--- config.mk ---
export PLATFORM = sky130hd
export DESIGN_NAME = matrix_scan_ctrl
export DESIGN_NICKNAME = d
export VERILOG_FILES = /design/src/rtl/matrix_pkg.sv /design/src/rtl/scan_tick_counter.sv /design/src/rtl/matrix_scan_ctrl.sv
export SDC_FILE = /design/constraint.sdc
export NUM_CORES = 1
export LEC_CHECK = 0
export CELL_PAD_IN_SITES_DETAIL_PLACEMENT = 1
export CELL_PAD_IN_SITES_GLOBAL_PLACEMENT = 1
export CORE_MARGIN = 2
export CORE_UTILIZATION = 30
export CTS_CLUSTER_DIAMETER = 80
export CTS_CLUSTER_SIZE = 12
export DETAILED_ROUTE_END_ITERATION = 16
export PLACE_DENSITY = 0.72
export SYNTH_ARGS = -nofsm -noshare
export SYNTH_HDL_FRONTEND = slang
export SYNTH_HIERARCHICAL = 1
export SYNTH_SLANG_ARGS = --single-unit
--- constraint.sdc ---
create_clock -name clk -period 2.7 [get_ports clk]
set_input_delay 0.81 -clock clk [delete_from_list [all_inputs] [get_ports clk]]
set_output_delay 0.81 -clock clk [all_outputs]
set_load 0.005 [all_outputs]
--- src/rtl/matrix_pkg.sv ---
// Shared definitions for the LED matrix display path (bitmap generator and scan controller).
// Latency: n/a (types, constants and a pure row-extraction helper only).
// Backpressure: n/a.
//
// Contents:
//   MATRIX_ROWS / MATRIX_COLS / FRAME_W  geometry of the 8x16 matrix and its flat bitmap
//   ROW_W                                width of a row index
//   scan_state_t                         scan controller FSM states
//   rowSlice(frame, r)                   16-bit column pattern of row r from a flat bitmap
package matrix_pkg;

  localparam int MATRIX_ROWS = 8;
  localparam int MATRIX_COLS = 16;
  localparam int FRAME_W     = MATRIX_ROWS * MATRIX_COLS;
  localparam int ROW_W       = $clog2(MATRIX_ROWS);

  typedef enum logic [1:0] {
    IDLE  = 2'd0,
    LOAD  = 2'd1,
    SCAN  = 2'd2,
    BLANK = 2'd3
  } scan_state_t;

  // Row 0 lives in the most significant 16 bits of the bitmap, row 7 in the
  // least significant. Within a row, bit 15 is column 15. Written as a mux
  // over constant part-selects so it maps onto a plain 8:1 selector.
  function automatic logic [MATRIX_COLS-1:0] rowSlice(
    input logic [FRAME_W-1:0] frame,
    input logic [ROW_W-1:0]   r
  );
    logic [MATRIX_COLS-1:0] s;
    s = '0;
    for (int i = 0; i < MATRIX_ROWS; i++) begin
      if (r == ROW_W'(i)) begin
        s = frame[FRAME_W-1-MATRIX_COLS*i -: MATRIX_COLS];
      end
    end
    return s;
  endfunction

endpackage

--- src/rtl/scan_tick_counter.sv ---
// Row-slot timer: counts 0..PRESCALE-1 while running and flags the last cycle of the slot.
// Latency: tick updates one cycle after the edge; tc is decoded combinationally from tick.
// Backpressure: none; the counter free-runs whenever clr is low.
//
// Ports:
//   clk   in   system clock, rising edge
//   rst   in   synchronous active-high reset, tick <= 0
//   clr   in   hold the counter at zero (used outside the SCAN state)
//   tick  out  current position inside the row slot
//   tc    out  high while tick == PRESCALE-1; the counter wraps to 0 after it
module scan_tick_counter #(
  parameter  int PRESCALE = 8,
  localparam int TW       = (PRESCALE > 1) ? $clog2(PRESCALE) : 1
) (
  input  logic          clk,
  input  logic          rst,
  input  logic          clr,
  output logic [TW-1:0] tick,
  output logic          tc
);

  assign tc = (tick == TW'(PRESCALE - 1));

  always_ff @(posedge clk) begin
    if (rst || clr) begin
      tick <= '0;
    end else if (tc) begin
      tick <= '0;
    end else begin
      tick <= tick + TW'(1);
    end
  end

endmodule

--- src/rtl/matrix_scan_ctrl.sv ---
// Row-scan controller for the 8x16 LED matrix: latches a frame, scans rows with PWM on-time and blanking.
// Latency: enable high at edge k -> LOAD (frameStart) in cycle k+1, row 0 lit from cycle k+2.
// Backpressure: none; the display free-runs, frame/brightness are only sampled during LOAD.
//
// Parameters:
//   PRESCALE    clock cycles per row slot; a multiple of 8, at least 8
// Ports:
//   clk         in   system clock, rising edge
//   rst         in   synchronous active-high reset, overrides enable
//   frame       in   128-bit bitmap, row r at bits [127-16r : 112-16r]
//   enable      in   scan enable; low drops to IDLE and darkens the display next cycle
//   brightness  in   on-time level 0..7, row lit for (brightness+1)*PRESCALE/8 cycles
//   rowSel      out  one-hot active-high row select
//   colData     out  active-high column drive for the selected row
//   frameStart  out  one-cycle pulse while a new frame is being latched
//
// Frame period is 1 + 8*(PRESCALE+1) cycles: one LOAD, then per row a
// PRESCALE-cycle SCAN slot followed by one BLANK cycle. All outputs are
// decoded from registers only, so nothing on the inputs reaches the pins
// combinationally.
module matrix_scan_ctrl
  import matrix_pkg::*;
#(
  parameter int PRESCALE = 8
) (
  input  logic                   clk,
  input  logic                   rst,
  input  logic [FRAME_W-1:0]     frame,
  input  logic                   enable,
  input  logic [2:0]             brightness,
  output logic [MATRIX_ROWS-1:0] rowSel,
  output logic [MATRIX_COLS-1:0] colData,
  output logic                   frameStart
);

  localparam int TW   = (PRESCALE > 1) ? $clog2(PRESCALE) : 1;
  localparam int STEP = PRESCALE / 8;
  // Wide enough for (7+1)*STEP = PRESCALE with headroom for the compare.
  localparam int OLW  = TW + 4;

  scan_state_t          state;
  scan_state_t          state_nxt;
  logic [ROW_W-1:0]     row;
  logic [FRAME_W-1:0]   shadow;
  logic [2:0]           bright_lat;
  logic [TW-1:0]        tick;
  logic                 tc;
  logic [OLW-1:0]       level;
  logic [OLW-1:0]       on_len;
  logic                 lit;

  // ---------------------------------------------------------------------------
  // Row-slot timer: only runs in SCAN, so LOAD and BLANK both leave it at 0
  // and every row slot starts from tick 0.
  // ---------------------------------------------------------------------------
  scan_tick_counter #(
    .PRESCALE (PRESCALE)
  ) u_tick (
    .clk  (clk),
    .rst  (rst),
    .clr  (state != SCAN),
    .tick (tick),
    .tc   (tc)
  );

  // ---------------------------------------------------------------------------
  // FSM: state register
  // ---------------------------------------------------------------------------
  always_ff @(posedge clk) begin
    if (rst) begin
      state <= IDLE;
    end else begin
      state <= state_nxt;
    end
  end

  // ---------------------------------------------------------------------------
  // FSM: next-state logic. Dropping enable wins from every state.
  // ---------------------------------------------------------------------------
  always_comb begin
    state_nxt = state;
    if (!enable) begin
      state_nxt = IDLE;
    end else begin
      unique case (state)
        IDLE:    state_nxt = LOAD;
        LOAD:    state_nxt = SCAN;
        SCAN:    state_nxt = tc ? BLANK : SCAN;
        BLANK:   state_nxt = (row == ROW_W'(MATRIX_ROWS - 1)) ? LOAD : SCAN;
        default: state_nxt = IDLE;
      endcase
    end
  end

  // ---------------------------------------------------------------------------
  // Datapath registers: row index, frame snapshot and brightness snapshot.
  // The snapshot is what makes the display tear-free: frame/brightness are
  // only looked at during LOAD, never mid-frame.
  // ---------------------------------------------------------------------------
  always_ff @(posedge clk) begin
    if (rst) begin
      row        <= '0;
      shadow     <= '0;
      bright_lat <= '0;
    end else begin
      unique case (state)
        IDLE: begin
          row <= '0;
        end
        LOAD: begin
          row        <= '0;
          shadow     <= frame;
          bright_lat <= brightness;
        end
        BLANK: begin
          // Wraps 7 -> 0 on the way into LOAD, which clears it again anyway.
          row <= row + ROW_W'(1);
        end
        default: begin
          row <= row;
        end
      endcase
    end
  end

  // ---------------------------------------------------------------------------
  // PWM compare: the row is driven for the first on_len ticks of its slot.
  // ---------------------------------------------------------------------------
  assign level  = {{(OLW-3){1'b0}}, bright_lat} + OLW'(1);
  assign on_len = level * OLW'(STEP);
  assign lit    = (state == SCAN) && ({4'b0000, tick} < on_len);

  // ---------------------------------------------------------------------------
  // FSM: output decode. rowSel and colData share the single lit qualifier, so
  // colData can never be nonzero while rowSel is dark, and the shift of a
  // single bit keeps rowSel one-hot.
  // ---------------------------------------------------------------------------
  always_comb begin
    rowSel     = '0;
    colData    = '0;
    frameStart = 1'b0;
    if (state == LOAD) begin
      frameStart = 1'b1;
    end
    if (lit) begin
      rowSel  = MATRIX_ROWS'(1) << row;
      colData = rowSlice(shadow, row);
    end
  end

endmodule

==> results.md <==
- Status: complete, but fails checks
- Failing checks: setup timing
- Tot GR Track Use: 0.223
- DIE HEIGHT: approximately 150 um
- Routed vias: 6821
- CTS tree: built
- Initial Util: 0.308
- R2r endpoint: shadow[53]
- Place WS: -0.575 ns
- Fin nets: 1183
- Utilization after layout: 0.474
- Tcrit/Tclk final: 1.19
- Fmax: 310 MHz
- Pin count of the biggest net entering global routing: between 100 and 150
- CTS Hold Bufs: 0
- WHS Endpoint: shadow[11]
- Post-Layout Cell Count: 1326
- Routed WL: roughly 26000 um
- Min setup slack post-route: -0.521 ns
- Dpl cells: 1283
- Diode count: 0
- Relative slew slack: 0.563
- Startpoint types: flip-flop
- Slew Viols, Final: 0
- Pwr/cell area: approximately 510 mW/mm^2
- Initial antenna violation count: 0
- Clock sink count: about 140
- R2R setup slack: between 0.9 and 1 ns
- Die area: roughly 0.023 sq mm
- Crit path DAT: around 2.4 ns
- Clock Skew: ~0.0033 ns
- I/O pin count: approximately 160
- Register area share after synthesis: 0.426
- DRT Pass-1 Iters: 4
- Hold Startpoint: shadow[11]
- #FFs+latches synth: approximately 140
- Cts bufs inserted: 17
- IO buf count: between 150 and 200
- Final setup violation count: 24
- Gr ovfl total: 0
- Synth Cell Area: ~0.0065 sq mm
- Required @ worst endpoint: 1.89 ns
- Syn Inst Count: around 870
- Clock latency on the worst-skew pair: around 0.43 ns
- RSZ-0062 raised after global routing: true
- Worst-margin pin slew: ~0.66 ns
- Final hold slack: about 0.46 ns
- CP endpoint kind: primary output
- CTS Buffer Depth: 2
- First-pass GRT wire length: between 30000 and 40000 um
- R2R depth: 6
- DRT iter0 DRCs: 402
- H-tree depth: 4
- Maxcap violations: 0
- Dpl hpwl: 18400 um
- Synth unique cells: 34
- Wire per inst: slightly below 20 um
- Number of synthesis warnings: 6
- Synth top area cells: dfxtp_1 (43%), nand2_1 (16%), a21oi_1 (11%)
- Clk pin slew, worst setup/hold paths: 0.06 ns
- Hold depth: 2
- Crit path max fanout: 6
- Core box area: 0.0212 sq mm
- Layout cells sized above 1: 0.208
- Final Hold Vio Count: 0
- Die Wd: between 150 and 200 um
- Vias per cell: 5.14
- Mapped Avg Cell Area: ~7.5 sq um
- VDD IR-drop max: 294 uV
- Root Driver: clkbuf_16
- Vias in the first global route: around 6900
- Area growth, synth to finish: 54.0%
- Syn_nets: roughly 1000
- Area leader, netlist: dfxtp_1
- Gpl congestion: 0.917
- Hold WC Path Type: flip-flop to flip-flop
- Synth top area share: 0.426
- Clock period minus worst slack: approximately 3.2 ns
- Row count: between 50 and 60
- Antenna-violating nets left: 0
- DRC errors left: 0
- CP Class: flip-flop to primary output
- FF-to-FF Start: state[1]
- Leak Pwr: 3.41 nW
-- area by class of cell --
type / instances / area (sq um)
fill: 2493 / 11200
multi-input combinational: 611 / 3970
sequential: 139 / 2790
timing repair buffer: 223 / 2200
clock buffer: 19 / 433
tap: 275 / 344
inverter: 46 / 183
clock inverter: 13 / 143
-- how the worst max path moves through the flow --
stage                       start         end  cells past startpoint
CTS                 bright_lat[0]  colData[6]                     10
detailed placement         row[1]  colData[0]                     10
global route               row[0]  colData[0]                      8
finish                     row[0]  colData[0]                      8
global placement           row[1]  colData[2]                      9
floorplan                  row[2]  colData[0]                      8
-- worst max-delay path: stages, from the launching register on --
cell	delay (ns)
dfxtp_4	0.36
ha_4	0.17
ha_4	0.18
buf_2	0.17
a221oi_1	0.44
o221ai_2	0.19
a221oi_2	0.23
buf_4	0.15
buf_6	0.09
-- kinds of logic (layout without fill, tap and decap cells) --
kind of cell	count (synthesis)	in the layout	synth area share
flops	139	139	0.426
buf+inv	124	301	0.0822
compound gates	251	251	0.248
simple gates	346	346	0.218
fa+ha+maj	11	11	0.0211
mux	1	1	0.00153
xor+xnor	2	2	0.00268
-- through the flow --
| step | instance area (sq um) | setup TNS (ns) | power (mW) |
|---|---|---|---|
| floorplan | 6530 | 0 | 2.50 |
| global placement | 8620 | -9.72 | 2.82 |
| detailed placement | 8620 | -10.99 | 2.83 |
| CTS | 9530 | -12.57 | 5.17 |
| global route | 10100 | -11.65 | 5.35 |
| finish | 10100 | -9.69 | 5.16 |
-- cells in the final DEF, fill, tap and decap left out, types with 8 or more instances in the layout --
| cell type | Yosys | final |
|---|---|---|
| nand2_1 | 270 | 270 |
| a21oi_1 | 144 | 140 |
| dfxtp_1 | 139 | 135 |
| clkdlybuf4s50_1 | 0 | 133 |
| inv_1 | 45 | 42 |
| buf_4 | 2 | 40 |
| a221o_1 | 28 | 28 |
| nand2b_1 | 23 | 21 |
| buf_6 | 4 | 21 |
| nor2_1 | 31 | 20 |
| clkbuf_16 | 0 | 17 |
| buf_2 | 27 | 15 |
| a221oi_4 | 0 | 14 |
| o221ai_2 | 0 | 12 |
| a221oi_2 | 3 | 11 |
| buf_12 | 0 | 10 |
| a31oi_2 | 0 | 9 |
| o21ai_0 | 10 | 8 |
| ha_4 | 0 | 8 |
-- synth_stat cells, drive strengths merged --
cell type,count
nand2,270
a21oi,144
dfxtp,139
inv,46
clkbuf,44
buf,34
nor2,31
a221o,28
a221oi,28
nand2b,24
a31oi,18
o221ai,12
ha,11
o21ai,10
and3,7
nor2b,7
a22o,4
o211ai,4
a211oi,2
and2,2
nor4b,2
or2,2
xnor2,2
a21boi,1
mux2i,1
nor4,1
-- registers in the layout, summed over array words and instances (netlist names) --
name,flops
bright_lat,3
row,3
shadow,128
state,2
u_tick/tick,3
-- what timing repair did --
| action | CTS | global route |
|---|---|---|
| resized for setup | 156 | 99 |
| pin swaps | 14 | 29 |
| cloned | 1 | 1 |
| setup endpoints to repair | 24 | 24 |
| buffers inserted | 7 | 5 |
-- routing by layer --
metal,share of wire,vias to the layer above,GRT usage
li1,-,3300,-
met2,0.47,190,0.359
met5,0,-,0
met3,0.051,43,0.0476
met1,0.45,3288,0.296
met4,0.030,0,0.0796
-- power by group --
part	switching [mW]	internal (mW)
logic	0.305	0.315
clock network	0.948	1.36
registers	0.0764	2.15
Power figures use the tool's default switching activity.
